**config.mk**
```make
export PLATFORM = sky130hd
export DESIGN_NAME = cla_pipe_addsub
export DESIGN_NICKNAME = d
export VERILOG_FILES = /design/src/rtl/cla_pkg.sv /design/src/rtl/cla_group4.sv /design/src/rtl/cla_pipe_addsub.sv
export SDC_FILE = /design/constraint.sdc
export NUM_CORES = 1
export LEC_CHECK = 0
export BUFFER_PORTS_ARGS = -buffer_cell sky130_fd_sc_hd__buf_2
export CORE_UTILIZATION = 50
export DETAILED_ROUTE_END_ITERATION = 8
export PLACE_DENSITY_LB_ADDON = 0.15
export SKIP_CTS_REPAIR_TIMING = 1
export SLEW_MARGIN = 0
export SYNTH_ARGS = -nofsm -noshare
export SYNTH_HDL_FRONTEND = slang
export SYNTH_SLANG_ARGS = --single-unit
```
**constraint.sdc**
```tcl
create_clock -name clk -period 3.1 [get_ports clk]
set_input_delay 0.465 -clock clk [delete_from_list [all_inputs] [get_ports clk]]
set_output_delay 0.465 -clock clk [all_outputs]
set_load 0.01 [all_outputs]
```
**src/rtl/cla_pkg.sv**
```systemverilog
// rtl/cla_pkg.sv - shared types and group propagate/generate helper for cla_pipe_addsub
package cla_pkg;

    localparam int GROUP = 4;

    typedef enum logic [1:0] {
        ADD = 2'b00,
        SUB = 2'b01,
        ADC = 2'b10,
        SBB = 2'b11
    } op_t;

    typedef struct packed {
        logic p;
        logic g;
    } grp_pg_t;

    function automatic grp_pg_t group_pg(input logic [GROUP-1:0] p, input logic [GROUP-1:0] g);
        grp_pg_t r;
        r.p = &p;
        r.g = g[3] | (p[3] & g[2]) | (p[3] & p[2] & g[1]) | (p[3] & p[2] & p[1] & g[0]);
        return r;
    endfunction

endpackage

```
**src/rtl/cla_group4.sv**
```systemverilog
// rtl/cla_group4.sv - 4-bit in-group lookahead: sum bits and carries from the group carry-in
module cla_group4
    import cla_pkg::*;
(
    input  logic             i_cin,
    input  logic [GROUP-1:0] i_p,
    input  logic [GROUP-1:0] i_g,
    input  logic [GROUP-1:0] i_a,
    input  logic [GROUP-1:0] i_bb,
    output logic [GROUP-1:0] o_sum,
    output logic [GROUP-1:0] o_carry
);

    logic [GROUP-1:0] w_c;

    // every carry is expanded from i_cin directly, so no bit waits on its neighbour
    assign w_c[0] = i_cin;
    assign w_c[1] = i_g[0] | (i_p[0] & i_cin);
    assign w_c[2] = i_g[1] | (i_p[1] & i_g[0]) | (i_p[1] & i_p[0] & i_cin);
    assign w_c[3] = i_g[2] | (i_p[2] & i_g[1]) | (i_p[2] & i_p[1] & i_g[0])
                  | (i_p[2] & i_p[1] & i_p[0] & i_cin);

    assign o_sum   = i_a ^ i_bb ^ w_c;
    assign o_carry = w_c;

endmodule

```
**src/rtl/cla_pipe_addsub.sv**
```systemverilog
// rtl/cla_pipe_addsub.sv - two-stage pipelined carry-lookahead add/sub with valid/ready on both sides
module cla_pipe_addsub
    import cla_pkg::*;
#(
    parameter int WIDTH = 16
) (
    input  logic             clk,
    input  logic             nrst,
    input  logic             in_valid,
    output logic             in_ready,
    input  logic [WIDTH-1:0] a,
    input  logic [WIDTH-1:0] b,
    input  logic             cin,
    input  op_t              op,
    output logic             out_valid,
    input  logic             out_ready,
    output logic [WIDTH-1:0] sum,
    output logic             cout,
    output logic             ovf,
    output logic             zero
);

    localparam int NG = WIDTH / GROUP;

    if ((WIDTH % GROUP) != 0 || WIDTH < 4 || WIDTH > 64) begin : g_bad_width
        $error("cla_pipe_addsub: WIDTH must be a multiple of 4 within 4..64");
    end

    function automatic logic group_carry(input logic [NG-1:0] gp, input logic [NG-1:0] gg,
                                         input logic c0, input int k);
        logic v_prod;
        logic v_acc;
        v_prod = 1'b1;
        v_acc  = 1'b0;
        for (int j = k - 1; j >= 0; j--) begin
            v_acc  = v_acc | (v_prod & gg[j]);
            v_prod = v_prod & gp[j];
        end
        return v_acc | (v_prod & c0);
    endfunction

    logic             w_s1_en;
    logic             w_s2_en;
    logic [WIDTH-1:0] w_bb;
    logic             w_c0;
    logic [NG-1:0]    w_in_gp;
    logic [NG-1:0]    w_in_gg;

    logic             r_s1_valid;
    logic [WIDTH-1:0] r_s1_a;
    logic [WIDTH-1:0] r_s1_bb;
    logic             r_s1_c0;
    logic [NG-1:0]    r_s1_gp;
    logic [NG-1:0]    r_s1_gg;

    logic [WIDTH-1:0] w_p;
    logic [WIDTH-1:0] w_g;
    logic [NG:0]      w_gc;
    logic [WIDTH-1:0] w_sum;
    logic [WIDTH-1:0] w_carry;
    logic             w_ovf;

    logic             r_out_valid;
    logic [WIDTH-1:0] r_sum;
    logic             r_cout;
    logic             r_ovf;
    logic             r_zero;

    assign w_s2_en  = !r_out_valid || out_ready;
    assign w_s1_en  = !r_s1_valid || w_s2_en;
    assign in_ready = w_s1_en;

    always_comb begin
        w_bb = b;
        w_c0 = 1'b0;
        case (op)
            ADD: w_c0 = 1'b0;
            SUB: begin
                w_bb = ~b;
                w_c0 = 1'b1;
            end
            ADC: w_c0 = cin;
            SBB: begin
                w_bb = ~b;
                w_c0 = cin;
            end
            default: w_c0 = 1'b0;
        endcase
    end

    for (genvar gi = 0; gi < NG; gi++) begin : g_in_pg
        grp_pg_t w_pg;
        assign w_pg = group_pg(a[gi*GROUP +: GROUP] | w_bb[gi*GROUP +: GROUP],
                               a[gi*GROUP +: GROUP] & w_bb[gi*GROUP +: GROUP]);
        assign w_in_gp[gi] = w_pg.p;
        assign w_in_gg[gi] = w_pg.g;
    end

    always_ff @(posedge clk or negedge nrst) begin
        if (!nrst) begin
            r_s1_valid <= 1'b0;
            r_s1_a     <= '0;
            r_s1_bb    <= '0;
            r_s1_c0    <= 1'b0;
            r_s1_gp    <= '0;
            r_s1_gg    <= '0;
        end else if (w_s1_en) begin
            r_s1_valid <= in_valid;
            if (in_valid) begin
                r_s1_a  <= a;
                r_s1_bb <= w_bb;
                r_s1_c0 <= w_c0;
                r_s1_gp <= w_in_gp;
                r_s1_gg <= w_in_gg;
            end
        end
    end

    assign w_p     = r_s1_a | r_s1_bb;
    assign w_g     = r_s1_a & r_s1_bb;
    assign w_gc[0] = r_s1_c0;

    // each group carry is a flat sum of products over the registered P/G, not a chain
    for (genvar k = 1; k <= NG; k++) begin : g_gc
        assign w_gc[k] = group_carry(r_s1_gp, r_s1_gg, r_s1_c0, k);
    end

    for (genvar gi = 0; gi < NG; gi++) begin : g_grp
        cla_group4 u_grp (
            .i_cin   (w_gc[gi]),
            .i_p     (w_p[gi*GROUP +: GROUP]),
            .i_g     (w_g[gi*GROUP +: GROUP]),
            .i_a     (r_s1_a[gi*GROUP +: GROUP]),
            .i_bb    (r_s1_bb[gi*GROUP +: GROUP]),
            .o_sum   (w_sum[gi*GROUP +: GROUP]),
            .o_carry (w_carry[gi*GROUP +: GROUP])
        );
    end

    // operands of equal sign overflow exactly when carry into and out of the MSB differ
    assign w_ovf = w_carry[WIDTH-1] ^ w_gc[NG];

    always_ff @(posedge clk or negedge nrst) begin
        if (!nrst) begin
            r_out_valid <= 1'b0;
            r_sum       <= '0;
            r_cout      <= 1'b0;
            r_ovf       <= 1'b0;
            r_zero      <= 1'b0;
        end else if (w_s2_en) begin
            r_out_valid <= r_s1_valid;
            if (r_s1_valid) begin
                r_sum  <= w_sum;
                r_cout <= w_gc[NG];
                r_ovf  <= w_ovf;
                r_zero <= ~|w_sum;
            end
        end
    end

    assign out_valid = r_out_valid;
    assign sum       = r_sum;
    assign cout      = r_cout;
    assign ovf       = r_ovf;
    assign zero      = r_zero;

endmodule

```
==> impl_metrics.json, run 1 <==
{
  "slowest_stage": "dfrtp_1",
  "die-width_um": 91.4,
  "p_leak_uw": 0.00221,
  "grt_pass1_vias": 3174,
  "critPathBufInv": 1,
  "wl_per_cell_um": 13.6,
  "grt_max_degree": 43,
  "period_needed_ps": 2450,
  "maxCapViolCount": 0,
  "syn_avg_cell_area_um2": 8.77,
  "crit_arrival_ps": 2720,
  "startpoint_type": "register",
  "fin_skew_ps": 12.8,
  "root_buffer": "clkbuf_8",
  "tightest_slew_ps": 840,
  "max-vdd-ir-drop_v": 0.000244,
  "layout_setup_ws_ps": 651,
  "initial_core_util": 0.518,
  "avgViaCountPerCell": 5.32,
  "ant_nets": 0,
  "yosys_warnings": 0,
  "synth_flop_cell": "dfrtp_1",
  "synthArstFlopShare": 1.00,
  "nNetsFinal": 581,
  "status": "finished clean",
  "numCtsBuffers": 9,
  "power.density_mw_per_mm2": 617,
  "n_antenna_cell": 0,
  "antenna_found_initial": 0,
  "numPlacedInstances": 605,
  "syn_nets": 523,
  "grt_pass1_wl_um": 14800,
  "fp.coreArea_mm2": 0.00773,
  "portBuffers": 59,
  "rows": 32,
  "yosysTopAreaCell": "dfrtp_1",
  "synth_xor_area_frac": 0.0547,
  "relSlewSlack": 0.439,
  "final_cell_count_no_fill": 620,
  "rsz0062_at_grt": "no",
  "crit_fanout": 5,
  "final_util": 0.594,
  "synth-simple-area-share": 0.179,
  "drive_gt1_frac": 0.180,
  "yosysMostFrequentCell": "nand2_1",
  "fin_area_mm2": 0.00459,
  "die_y_um": 91.4,
  "synth_cells": 456,
  "netlist_area_mm2": 0.00400,
  "endpoint_kind": "register",
  "timing.fmax_mhz": 408,
  "cp_slowest_stage_delay_ps": 450,
  "finalHoldViolCount": 0,
  "synth_top_area_share": 0.388,
  "synth_mux_area_frac": 0.0219,
  "synth_top_family_by_area": "compound AO/OA/AOI/OAI gates",
  "areaGrowthSynthToFinish_pct": 14.8,
  "drt-total-wl_um": 8430,
  "place_congestion": 0.814,
  "synth_area_leaders": "dfrtp_1, ha_1, nand2_1",
  "path_class": "reg2reg",
  "clock_latency_ps": 340,
  "finalMaxSlewViolations": 0,
  "drc": 0,
  "drtPass1Iterations": 5,
  "synth_compound_area_frac": 0.201,
  "hpwl_um": 6490,
  "grt_use_total": 0.223,
  "yosysUniqueCellTypes": 52,
  "hold_path_class": "in2async",
  "tns_ps": 0,
  "pin_count": 60,
  "synth_seq_cells": 62,
  "htreeDepth": 3,
  "path_clk_slew_ps": 70,
  "cts_tree": "yes",
  "critPathTopFamily": "simple AND/OR/NAND/NOR gates",
  "vias": 3296,
  "crit_required_ps": 3370,
  "crit_chain": "a21oi_4, inv_4, a21o_2, fa_1, nor4b_1, nand4_1, nor2_1, nand3_1, nand4b_1, o21ai_1",
  "synth_common_cells": "nand2_1, dfrtp_1, inv_1",
  "clock_path_buffers": 2,
  "synth_seq_area_share": 0.388,
  "place_area_mm2": 0.00438,
  "post-route-period-util": 0.790,
  "synth_edf_count": 0,
  "place_ws_ps": 673,
  "synth_adder_area_share": 0.0951,
  "setup_viol": 0,
  "drt_iter0_markers": 148,
  "die_area_mm2": 0.00836,
  "grt-ovfl-total": 0,
  "cts_num_sinks": 62
}
-- layer usage --
| layer | track usage | wire (um) |
|---|---|---|
| met5 | 0 | 0 |
| met4 | 0.0714 | 70 |
| met3 | 0.0394 | 361 |
| met2 | 0.329 | 3560 |
| met1 | 0.331 | 4440 |
-- stage by stage --
step,power [uW],hold WS (ps)
final,2830,128
after global routing,3040,174
after CTS,2860,141
after detailed placement,2110,466
after global placement,2090,457
after floorplan,1760,169
-- state kept, by name, indices dropped and copies added, names as in the netlist --
name	cells
r_s1_a	16
r_s1_bb	16
sum	16
r_s1_gg	4
r_s1_gp	4
cout	1
out_valid	1
ovf	1
r_s1_c0	1
r_s1_valid	1
zero	1
-- layout make-up --
cell class | instances | area [um^2]
clock buffer | 12 | 165
clock inverter | 3 | 42.5
tap | 102 | 128
inverter | 46 | 175
sequential | 62 | 1550
timing repair buffer | 62 | 318
fill | 700 | 3140
multi-input combinational | 333 | 2210
-- worst reg2reg max path: stages (launching register included) --
cell and delay, ps:
dfrtp_1 450, a21oi_4 260, inv_4 80, a21o_2 230, fa_1 450, nor4b_1 330, nand4_1 130, nor2_1 90
nand3_1 70, nand4b_1 180, o21ai_1 120
-- kinds of logic (layout without fill, tap and decap cells) --
| logic type | Yosys count | in the layout |
|---|---|---|
| and+or+nand+nor | 146 | 146 |
| AOI/OAI and AO/OA | 126 | 126 |
| DFF | 62 | 62 |
| buffers and inverters | 61 | 123 |
| adders and majority gates | 28 | 28 |
| xor gates and xnor gates | 25 | 25 |
| muxes | 8 | 8 |
-- final timing paths --
path,start,to,slack (ps),cells after the start
max in group asynchronous,nrst,r_s1_bb[2]$_DFFE_PN0P_,2080,2
min in group clk,in_valid,r_s1_valid$_DFFE_PN0N_,340,2
min,nrst,out_valid$_DFFE_PN0P_,130,1
max reg2reg,r_s1_c0$_DFFE_PN0P_,zero$_DFFE_PN0P_,650,10
max,r_s1_c0$_DFFE_PN0P_,zero$_DFFE_PN0P_,650,10
min reg2reg,sum[6]$_DFFE_PN0P_,sum[6]$_DFFE_PN0P_,470,2
-- power by group --
part | internal, uW | switching (uW)
Combinational | 423 | 543
Sequential | 996 | 126
Clock | 432 | 312
-- cell usage in the layout (no fill, tap or decap), types with 2 or more instances in the layout --
master and count:
o21bai_1 4, nand2b_1 15, a211oi_1 6, and3_1 10, ha_1 24, fa_1 4, nand3_1 2, nor2b_1 8
dfrtp_1 62, xor2_1 18, nand2_1 68, nor3_1 10, a31oi_1 13, a21o_1 9, o22ai_1 13, o211ai_1 5
a21oi_1 15, buf_4 3, a22oi_1 5, clkbuf_8 12, buf_2 59, mux2i_1 2, mux2_2 6, nor4_1 2
nor2_1 15, xnor2_1 7, inv_1 45, o21ai_0 44, or3_1 5
No activity file was read; power rests on OpenSTA's default activity.
==> run 2: changes to the inputs <==
==> constraint.sdc (replaced) <==
create_clock -name clk -period 2.2 [get_ports clk]
set_input_delay 0.33 -clock clk [delete_from_list [all_inputs] [get_ports clk]]
set_output_delay 0.33 -clock clk [all_outputs]
set_load 0.01 [all_outputs]
==> run 2 against run 1 <==
- the run now ends with negative setup slack left
- non-clock buffer count increased by 18
- critical path depth did not move
- wire length is 2.5% higher
- sequential share of layout area shrank 1.4 points
- combinational power grew 55%
- flip-flop and latch count is the same
==> impl_metrics.json, run 2 (synthesis results as in run 1) <==
{
  "grt_pass1_vias": 3210,
  "tightest_slew_ps": 650,
  "finalHoldViolCount": 0,
  "drt-total-wl_um": 8650,
  "initial_core_util": 0.518,
  "fp.coreArea_mm2": 0.00773,
  "antenna_found_initial": 0,
  "htreeDepth": 3,
  "path_class": "reg2reg",
  "relSlewSlack": 0.567,
  "drc": 0,
  "fin_area_mm2": 0.00478,
  "post-route-period-util": 1.06,
  "routed-wl-met3_um": 428,
  "place_congestion": 0.837,
  "crit_arrival_ps": 2590,
  "wl_met1_um": 4290,
  "hpwl_um": 6600,
  "finalMaxSlewViolations": 0,
  "slowest_stage": "fa_1",
  "clock_path_buffers": 2,
  "pin_count": 60,
  "violations": "negative setup slack",
  "crit_fanout": 4,
  "fin_skew_ps": 7.66,
  "rows": 32,
  "avgViaCountPerCell": 5.29,
  "clock_latency_ps": 340,
  "root_buffer": "clkbuf_8",
  "die-width_um": 91.4,
  "cp_slowest_stage_delay_ps": 500,
  "final_cell_mix": "nand2_1, dfrtp_1, buf_2",
  "max-vdd-ir-drop_v": 0.000319,
  "endpoint_kind": "register",
  "maxCapViolCount": 0,
  "power.density_mw_per_mm2": 876,
  "wl_met2_um": 3820,
  "cts_num_sinks": 62,
  "areaGrowthSynthToFinish_pct": 19.6,
  "rsz0062_at_grt": "yes",
  "rrSetupSlack_ps": -120,
  "status": "finished, violations left",
  "path_clk_slew_ps": 70,
  "die_area_mm2": 0.00836,
  "reg2reg_to": "zero$_DFFE_PN0P_",
  "drt_iter0_markers": 127,
  "place_area_mm2": 0.00455,
  "dr.max_layer_used": "met4",
  "grt_use_total": 0.231,
  "drtPass1Iterations": 4,
  "n_antenna_cell": 0,
  "multi_input_area_mm2": 0.00222,
  "p_leak_uw": 0.00232,
  "vias": 3379,
  "grt_max_degree": 44,
  "reg2reg_depth": 10,
  "drive_gt1_frac": 0.212,
  "nNetsFinal": 599,
  "layout_setup_ws_ps": -123,
  "timing.fmax_mhz": 431,
  "cts_tree": "yes",
  "startpoint_type": "register",
  "p_total_uw": 4190,
  "mostFrequentLayoutCell": "nand2_1",
  "grt_pass1_wl_um": 15200,
  "numCtsBuffers": 9,
  "setup_viol": 1,
  "period_needed_ps": 2320,
  "hold_path_class": "in2async",
  "regToRegStartpoint": "r_s1_gp[0]$_DFFE_PN0P_",
  "ant_nets": 0,
  "fill_cells": 705,
  "grt-ovfl-total": 0,
  "die_y_um": 91.4,
  "crit_required_ps": 2470,
  "portBuffers": 59,
  "crit_chain": "a21oi_4, o21a_1, inv_2, fa_1, nor4b_2, nand4_1, nor2_1, nand3_1, nand4b_1, o21ai_1",
  "wl_per_cell_um": 13.5,
  "register_area_mm2": 0.00155
}
-- run 2: cell types whose count changed in the layout (fill, tap and decap cells not counted) --
| cell | delta |
|---|---|
| buf_4 | +15 |
| nor4b_2 | +1 |
| bufinv_16 | +1 |
| clkbuf_8 | -2 |
| inv_2 | +1 |
| inv_1 | -1 |
| buf_12 | +3 |
| nor4b_1 | -1 |
| clkinv_2 | +1 |
| clkinvlp_4 | +1 |
-- run 2: worst max-delay path by stage --
stage	slack (ps)	depth (start not counted)	startpoint	to
finish	-120	10	r_s1_gp[0]$_DFFE_PN0P_	zero$_DFFE_PN0P_
CTS	-120	10	r_s1_c0$_DFFE_PN0P_	zero$_DFFE_PN0P_
global route	-260	10	r_s1_gp[0]$_DFFE_PN0P_	zero$_DFFE_PN0P_
global placement	-10	10	r_s1_c0$_DFFE_PN0P_	zero$_DFFE_PN0P_
floorplan	20	10	r_s1_c0$_DFFE_PN0P_	zero$_DFFE_PN0P_
detailed placement	-90	10	r_s1_c0$_DFFE_PN0P_	zero$_DFFE_PN0P_
-- run 2: layout make-up --
class / instances / area share
multi-input combinational: 333 / 0.463
sequential: 62 / 0.324
timing repair buffer: 80 / 0.103
inverter: 46 / 0.0366
clock buffer: 10 / 0.0288
tap: 102 / 0.0267
clock inverter: 6 / 0.0178
-- run 2: per-layer routing --
layer	vias up	GRT usage
met5	-	0
met4	0	0.0873
met3	10	0.0427
met2	78	0.355
met1	1571	0.325
li1	1720	-
-- run 2: power by group --
group / total [uW] / switching, uW / leakage [uW] / internal, uW
combinational: 1500 / 816 / 0.00147 / 686
clock: 1120 / 455 / 0.000108 / 664
sequential: 1570 / 165 / 0.000744 / 1400
-- run 2: critical path: cells and delay by family (launching register included) --
family          cells  cell delay [ps]
compound gates      3              530
flops               1              410
buf+inv             1               60
fa+ha+maj           1              500
simple gates        5              760
-- run 2: stage by stage --
stage          hold WS [ps]  worst slack, ps   util  cells  TNS [ps]
2_1_floorplan          34.4             20.3      -    456         0
3_3_place_gp            389            -14.7  0.589    622     -14.7
3_5_place_dp            390            -91.4  0.589    622     -91.4
4_1_cts                13.8             -118  0.618    638      -118
5_1_grt                33.6             -260  0.619    639      -260
6_report               7.90             -123  0.619    639      -123
